$ cat src/rtl/reg_bank_pkg.sv
// Shared types and constants for the capture register bank.
package reg_bank_pkg;

    typedef enum logic [1:0] {
        IDLE    = 2'd0,
        ARMED   = 2'd1,
        CAPTURE = 2'd2,
        DONE    = 2'd3
    } cap_state_e;

    localparam int unsigned CNT_MODE_WRAP = 0;
    localparam int unsigned CNT_MODE_SAT  = 1;

endpackage

$ cat src/rtl/reg_bank_timer.sv
// Periodic timer: counts 0..timer_period and emits a registered one-cycle tick at the terminal.
module reg_bank_timer #(
    parameter int unsigned TIMER_W = 12
) (
    input  logic               clk,
    input  logic               rst,
    input  logic [TIMER_W-1:0] timer_period,
    output logic               timer_tick
);

    logic [TIMER_W-1:0] count_q, count_d;
    logic               tick_q, tick_d;
    logic               wrap;

    // >= rather than == so a period lowered below the current count wraps at once.
    always_comb begin
        wrap    = (count_q >= timer_period);
        count_d = wrap ? '0 : count_q + TIMER_W'(1);
        tick_d  = wrap;
    end

    always_ff @(posedge clk) begin
        if (rst) begin
            count_q <= '0;
            tick_q  <= 1'b0;
        end else begin
            count_q <= count_d;
            tick_q  <= tick_d;
        end
    end

    assign timer_tick = tick_q;

endmodule

$ cat src/rtl/capture_register_bank.sv
// Debug/statistics capture unit: sample and status registers, event counter, timer,
// and a triggered capture FSM streaming samples into a host-accessible memory.
module capture_register_bank
    import reg_bank_pkg::*;
#(
    parameter int unsigned DATA_W   = 8,
    parameter int unsigned DEPTH    = 256,
    parameter int unsigned CNT_W    = 32,
    parameter int unsigned STATUS_W = 16,
    parameter int unsigned TIMER_W  = 12,
    parameter int unsigned CNT_SAT  = 0
) (
    input  logic                       clk,
    input  logic                       rst,
    input  logic [DATA_W-1:0]          data_in,
    input  logic                       data_valid,
    output logic [DATA_W-1:0]          data_out,
    input  logic                       cnt_en,
    output logic [CNT_W-1:0]           counter,
    output logic [STATUS_W-1:0]        status,
    input  logic [TIMER_W-1:0]         timer_period,
    output logic                       timer_tick,
    input  logic                       arm,
    input  logic                       abort,
    output logic [1:0]                 cap_state,
    output logic [$clog2(DEPTH):0]     cap_count,
    output logic                       mem_busy,
    input  logic                       mem_we,
    input  logic                       mem_re,
    input  logic [$clog2(DEPTH)-1:0]   mem_addr,
    input  logic [DATA_W-1:0]          mem_wdata,
    output logic [DATA_W-1:0]          mem_rdata,
    output logic                       mem_rvalid
);

    localparam int unsigned AW = $clog2(DEPTH);
    localparam int unsigned CW = AW + 1;

    logic [DATA_W-1:0]   data_q, data_d;
    logic [STATUS_W-1:0] status_q, status_d;
    logic [CNT_W-1:0]    counter_q, counter_d;
    cap_state_e          state_q, state_d;
    logic [CW-1:0]       cap_count_q, cap_count_d;
    logic                mem_busy_q;
    logic [DATA_W-1:0]   rdata_q;
    logic                rvalid_q;

    logic                cap_we;
    logic [AW-1:0]       cap_addr;
    logic                wr_en;
    logic [AW-1:0]       wr_addr;
    logic [DATA_W-1:0]   wr_data;
    logic [DATA_W-1:0]   mem_q [DEPTH];

    always_comb begin
        data_d   = data_q;
        status_d = status_q;
        if (data_valid) begin
            data_d   = data_in;
            status_d = {status_q[STATUS_W-2:0], data_in[0]};
        end
        counter_d = counter_q;
        if (cnt_en && !(CNT_SAT == CNT_MODE_SAT && (&counter_q))) begin
            counter_d = counter_q + CNT_W'(1);
        end
    end

    always_comb begin
        state_d     = state_q;
        cap_count_d = cap_count_q;
        cap_we      = 1'b0;
        cap_addr    = '0;
        if (abort) begin
            state_d = IDLE;
        end else begin
            case (state_q)
                IDLE, DONE: begin
                    if (arm) begin
                        state_d     = ARMED;
                        cap_count_d = '0;
                    end
                end
                ARMED: begin
                    if (data_valid && data_in[DATA_W-1]) begin
                        state_d     = CAPTURE;
                        cap_we      = 1'b1;
                        cap_count_d = CW'(1);
                    end
                end
                CAPTURE: begin
                    if (data_valid) begin
                        cap_we      = 1'b1;
                        cap_addr    = cap_count_q[AW-1:0];
                        cap_count_d = cap_count_q + CW'(1);
                        if (cap_count_d == CW'(DEPTH)) begin
                            state_d = DONE;
                        end
                    end
                end
                default: state_d = IDLE;
            endcase
        end
    end

    // Single write port; the trigger write (not yet busy) still wins over a host write.
    always_comb begin
        wr_en   = cap_we | (mem_we & ~mem_busy_q);
        wr_addr = cap_we ? cap_addr : mem_addr;
        wr_data = cap_we ? data_in : mem_wdata;
    end

    always_ff @(posedge clk) begin
        if (rst) begin
            data_q      <= '0;
            status_q    <= '0;
            counter_q   <= '0;
            state_q     <= IDLE;
            cap_count_q <= '0;
            mem_busy_q  <= 1'b0;
            rdata_q     <= '0;
            rvalid_q    <= 1'b0;
        end else begin
            data_q      <= data_d;
            status_q    <= status_d;
            counter_q   <= counter_d;
            state_q     <= state_d;
            cap_count_q <= cap_count_d;
            mem_busy_q  <= (state_d == CAPTURE);
            rvalid_q    <= mem_re;
            if (mem_re) begin
                rdata_q <= mem_q[mem_addr];
            end
        end
    end

    always_ff @(posedge clk) begin
        if (wr_en) begin
            mem_q[wr_addr] <= wr_data;
        end
    end

    reg_bank_timer #(
        .TIMER_W(TIMER_W)
    ) u_timer (
        .clk         (clk),
        .rst         (rst),
        .timer_period(timer_period),
        .timer_tick  (timer_tick)
    );

    assign data_out   = data_q;
    assign status     = status_q;
    assign counter    = counter_q;
    assign cap_state  = state_q;
    assign cap_count  = cap_count_q;
    assign mem_busy   = mem_busy_q;
    assign mem_rdata  = rdata_q;
    assign mem_rvalid = rvalid_q;

endmodule
$ cat config.mk
export PLATFORM = sky130hd
export DESIGN_NAME = capture_register_bank
export DESIGN_NICKNAME = d
export VERILOG_FILES = /design/src/rtl/reg_bank_pkg.sv /design/src/rtl/reg_bank_timer.sv /design/src/rtl/capture_register_bank.sv
export SDC_FILE = /design/constraint.sdc
export NUM_CORES = 2
export LEC_CHECK = 0
export CORE_ASPECT_RATIO = 0.8
export CORE_MARGIN = 1.5
export CORE_UTILIZATION = 49
export CTS_CLUSTER_SIZE = 16
export DETAILED_ROUTE_END_ITERATION = 10
export PLACE_DENSITY_LB_ADDON = 0.15
export SLEW_MARGIN = 5
export SYNTH_ARGS = -nofsm -noshare
export SYNTH_HDL_FRONTEND = slang
export SYNTH_SLANG_ARGS = --single-unit
$ cat constraint.sdc
create_clock -name clk -period 7.56 [get_ports clk]
set_input_delay 1.89 -clock clk [delete_from_list [all_inputs] [get_ports clk]]
set_output_delay 1.89 -clock clk [all_outputs]
set_load 0.05 [all_outputs]
## Yosys cells after proc, flatten, opt, wreduce, memory -nomap -nowiden

Memory sizes are Yosys's and may differ from the RTL's. A register that Yosys moved wholly into a read port is not among the register bits.
Cells that the tools add are included.
W data, S select, Z words.

- Register bits after elaboration: 82
- Latch bits: 0
- RAM bits: 2048
- Bits in read-only memories: 0
- Bits of input ports: 44
- Output and inout bits: 78
- Logic and storage cells: 52
- Memories kept: 1

- $add $sub $neg: 3
- $mul: 0
- Divide/modulo/power cells: 0
- $lt $le $gt $ge: 1
- Eq/ne operators: 8
- Shift operators: 0
- Mux-type cells: 21
- Bitwise operators: 4
- Reductions and logical operators: 5

Memory list:

| memory | depth | bits a word | read ports | clocked after Yosys merged registers in | write ports | RTL line | text |
|---|---|---|---|---|---|---|---|
| mem_q | 256 | 8 | 1 | 1 | 1 | capture_register_bank.sv:53 | `logic [DATA_W-1:0] mem_q [DEPTH];` |

Operator list:

| cell | number |
|---|---|
| $mux W8 | 5 |
| $add A32 B1 Y32 const B | 1 |
| $mux W9 | 3 |
| $pmux W9 S3 | 1 |
| $add A12 B1 Y12 const B | 1 |
| $ge A12 B12 Y1 | 1 |
| $mux W2 | 5 |
| $add A9 B1 Y9 const B | 1 |
| $eq A9 B9 Y1 const B | 1 |
| $eq A2 B2 Y1 const B | 3 |
| $ne A2 B2 Y1 const B | 3 |
| $pmux W2 S3 | 1 |
| $mux W1 | 5 |
| $reduce_and A4 Y1 | 1 |
| $reduce_or A2 Y1 | 2 |
| $eq A2 B1 Y1 const B | 1 |
| $logic_not A2 Y1 | 1 |
| $not A1 Y1 | 2 |
| $pmux W1 S2 | 1 |
| $and A1 B1 Y1 | 1 |
| $logic_and A1 B1 Y1 | 1 |
| $or A1 B1 Y1 | 1 |

## Longest topological paths before layout

- Depth in word-level cells: 7
- Gate-level depth with buffers: 12
- Depth with buffers taken out: 9

## By module

Synthesis repeated with hierarchy kept, for this count alone.

- Cell total of the unflattened synthesis: 4470
- Area total of the unflattened synthesis: 84776.3 µm²

Modules (own cells, without submodules):

| module | instances | cells each | area an instance (µm²) | sequential area each (µm²) |
|---|---|---|---|---|
| capture_register_bank | 1 | 4371 | 83885.5 | 63020.4 |
| reg_bank_timer | 1 | 99 | 890.9 | 260.2 |

## Worst setup path after synthesis

Ideal clock, no wire load.

- Path type: input to register
- From: in data_valid
- To: mem mem_q[0][0] (data pin)
- Library setup time: 0.823 ns
- Data arrival time: 5.944 ns
- Data required time: 6.737 ns
- Slack: 0.793 ns
- Stages: 6
- Buffers on the path: 2
- Path through: buf_4 -> inv_2 -> nor4_2 -> clkbuf_1 -> nand2_1 -> nand2_1

- Cells in the longest elaborated chain, start to end: 5
- Elaborated cells between the ends (all ways): 6
- Classes of those cells: mux (5); reduce/logical (1)

Ends and longest elaborated chain:

| item | RTL line | text |
|---|---|---|
| start, declared | capture_register_bank.sv:16 | `input logic data_valid,` |
| $logic_and A1 B1 Y1 | capture_register_bank.sv:84 | `if (data_valid && data_in[DATA_W-1]) begin` |
| $mux W1 | capture_register_bank.sv:84 |  |
| $pmux W1 S2 * | capture_register_bank.sv:76 | `case (state_q)` |
| $mux W1 * | capture_register_bank.sv:73 | `if (abort) begin` |
| $mux W8 * | capture_register_bank.sv:109 | `wr_data = cap_we ? data_in : mem_wdata;` |
| named net wr_data[0] | capture_register_bank.sv:52 | `logic [DATA_W-1:0] wr_data;` |
| end, declared | capture_register_bank.sv:53 |  |

The timed path passes the listed nets; every way through them passes the cells marked *.

## Worst setup path in the final report

- From: in data_valid
- To: mem mem_q[222][0], enable pin

- Cells in the longest elaborated chain, start to end: 7
- Elaborated cells between the ends (all ways): 12
- Classes of those cells: mux (10); bitwise (1); reduce/logical (1)

Ends and longest elaborated chain:

| item | RTL line | text |
|---|---|---|
| $logic_and A1 B1 Y1 | capture_register_bank.sv:84 |  |
| $mux W1 | capture_register_bank.sv:84 |  |
| $pmux W1 S2 | capture_register_bank.sv:76 |  |
| $mux W1 | capture_register_bank.sv:73 |  |
| $or A1 B1 Y1 | capture_register_bank.sv:107 | `wr_en = cap_we \| (mem_we & ~mem_busy_q);` |
| $mux W1 | capture_register_bank.sv:137 | `if (wr_en) begin` |
| $mux W1 (not written as such) | capture_register_bank.sv:138 | `mem_q[wr_addr] <= wr_data;` |

Several ways; a longest one is shown, not always the timed one.

==> metrics <==
outcome finished, final reports clean; most frequent cells in the layout edfxtp_1, mux4_2, nor2_1; fin. max-slew vios 0; cell taking the most area after synthesis edfxtp_1; Setup crit end kind flop; DRT antenna net count 0; cts repair resizes 0; Placeable Area roughly 170000 um2; die height about 370 um; unrepaired setup endpoints after global routing no; Fin Setup TNS 0 ns; startpoint types primary input; CP Class primary input to flop; DR iter-0 viols roughly 5400; top cell type's share of synthesized area 74.1%; commonest non-fill, non-tap cell in the layout edfxtp_1; Max clock buf depth 3; initial antenna violation count 7; total CTS buffers around 200; Final Setup Violations 0; library cells used by synthesis 61; EDFF count, synth 2048; Max Clk Rate 170 MHz; Final Instance Area 93900 um2; H-tree depth 4; global-route wire length before repair 302000 um; cts-stage hold buffer count 0; R2R cell count 7; die area 172000 um2; Slowest Stage Delay on Critical Path about 0.94 ns; Critical Path Fanout Max 16; Crit-path slowest cell o31ai_1; pwr dens 263 nW/um2; HP Start data_out[7]$_SDFFE_PP0P_; CTS tree done; WP data arrival 6.33 ns; type of the most critical hold path flop to flop; CTS sink count 2137; Final Hold Viols 0; vias in the first global route 41400; GPL Wtd Cong 0.858; placed insts between 6000 and 7000; Non-Filler Instances 6755; largest net degree at the start of global routing 155; Reg2Reg Setup Slack 2.37 ns; Post-CTS Setup Inserts 0; Tot GR Track Use around a quarter; FF-to-FF End mem_q[222][0]$_DFFE_PP_; Starting Density 49.6%; DR vias/cell 6.20; Boundary Pins 122; Slew @ Worst Pin 1.30 ns; Worst-path clk slew 0.06 ns; delay-heaviest family, CP simple AND/OR/NAND/NOR gates; Top FF cell, synth edfxtp_1; total grt overflow 0; Yosys warnings 0; Wirelength per Cell 30.8 um; routed vias 41900; WL final 208000 um; Slew HR 12.8%; clk root buf clkbuf_16; Layout area overhead 13.1%; Synth async-reset ratio 0%; hold endpoint data_out[7]$_SDFFE_PP0P_; critical-path cell list clkdlybuf4s50_1 > inv_2 > or4_1 > buf_4 > o31ai_1 > nand2_1 > nor2_1; FF-to-FF Start cap_state[0]$_SDFF_PP0_; Peak VDD IR approximately 0.25 mV; Hold Path Depth 2; Critical Path RT 8.00 ns; main area contributors after synthesis edfxtp_1, mux4_2, dfxtp_1; DRC Markers 0; Die Width 463 um; min Tclk post-route 5.89 ns; Port Buffers 121; Rows 134; HPWL after detailed placement 126000 um; mapped cell area between 80000 and 90000 um2; synthesis-stage register bit count between 2000 and 2500; Critical path buffers and inverters 3; sequential area share after synthesis 76.2%; Pre-Repair DR Iteration Count 6; fin nets 4396; share of layout cells above drive strength 1 20.4%; clock skew between 0.015 and 0.02 ns; Worst-Skew Late Latency 0.84 ns; Area after DPL ~87000 um2; leakage power total 29.3 nW; max cap viols 0; synthesized net count 4230; Mean Syn Cell Area 19.9 um2; Syn Inst Count 4168; Tcrit/Tclk final 77.9%
## worst max path at each step
| stage | start | endpoint | slack, ns | depth (start not counted) |
|---|---|---|---|---|
| final | data_valid | mem_q[222][0]$_DFFE_PP_ | 1.67 | 7 |
| after global routing | data_valid | mem_q[220][2]$_DFFE_PP_ | 1.49 | 7 |
| after CTS | data_valid | mem_q[222][1]$_DFFE_PP_ | 1.69 | 7 |
| after detailed placement | data_valid | mem_q[222][7]$_DFFE_PP_ | 0.79 | 7 |
| after global placement | data_valid | mem_q[222][7]$_DFFE_PP_ | 0.73 | 7 |
| after floorplan | data_valid | mem_q[0][0]$_DFFE_PP_ | 0.79 | 6 |
## cell usage after synthesis (3+ instances only)
library cell	n
edfxtp_1	2048
mux4_2	464
nor2_1	330
nand2_1	150
mux2i_1	137
a22oi_1	127
clkbuf_1	125
buf_2	106
dfxtp_1	89
nand3_1	82
a21oi_1	62
o221ai_1	40
nand4_1	36
a211oi_1	29
xor2_1	28
a22o_1	26
o22ai_1	24
a211o_1	22
o21ai_0	21
inv_1	20
ha_1	18
buf_1	17
mux2_2	16
and3_1	14
xnor2_1	13
nand3b_1	10
nand2b_1	9
o211ai_1	9
a221oi_1	8
a32oi_1	8
buf_4	8
nor2b_1	7
a21o_1	6
and2_1	6
nor3_1	5
nor4_1	5
o31ai_1	5
a31oi_1	4
nand4b_1	4
and4_1	3
o31ai_2	3
## report_power, final
group / total [W] / internal (W) / switching [W]
clock network: 0.0105 / 0.00609 / 0.00442
logic: 0.00120 / 0.000400 / 0.000802
registers: 0.0130 / 0.0130 / 0.0000186
total: 0.0247 / 0.0195 / 0.00524
## tightest hold or removal path, stage by stage, from the launching register on
cell and delay (ns):
dfxtp_1 0.32, nand2_1 0.07, a21oi_1 0.05
## logic make-up after synthesis
logic type | after synthesis | share of synthesized area [%]
fa+ha+maj | 18 | 0.271
mux | 617 | 14.5
xor+xnor | 41 | 0.433
buf+inv | 278 | 1.45
simple gates | 670 | 3.53
flops | 2137 | 76.2
compound gates | 407 | 3.62
## routing by layer
| layer | vias up | wire length, um | global-route usage [%] |
|---|---|---|---|
| met5 | - | 12 | 0 |
| met4 | 2 | 5280 | 6.62 |
| met3 | 299 | 18500 | 5.28 |
| met2 | 1968 | 92900 | 35.5 |
| met1 | 22100 | 91200 | 37.3 |
| li1 | 17500 | - | - |
## metrics by stage
stage	hold WS (ns)	setup slack [ns]	util [%]	power (W)
final	0.485	1.67	56.0	0.0247
after global routing	0.530	1.49	56.0	0.0254
after CTS	0.494	1.69	56.0	0.0249
after detailed placement	0.482	0.785	51.9	0.0145
after global placement	0.467	0.734	51.9	0.0145
after floorplan	0.467	0.793	-	0.0140
## layout make-up
| cell class | instances | area [um2] |
|---|---|---|
| multi-input cells | 1753 | 18700 |
| flip-flops and latches | 2137 | 63300 |
| well taps | 2244 | 2810 |
| repair buffers | 219 | 2170 |
| clock inverters | 125 | 1410 |
| fillers | 12500 | 73600 |
| diodes | 4 | 10.0 |
| inverters | 21 | 78.8 |
| clock buffers | 252 | 5440 |
## flip-flops by register name, indices dropped and copies added (netlist names)
| name | cells |
|---|---|
| u_timer.timer_tick | 1 |
| cap_state | 2 |
| mem_busy | 1 |
| status | 15 |
| counter | 32 |
| mem_rvalid | 1 |
| mem_rdata | 8 |
| u_timer.count_q | 12 |
| mem_q | 2048 |
| cap_count | 9 |
| data_out | 8 |
(Power assumes the default switching activity.)
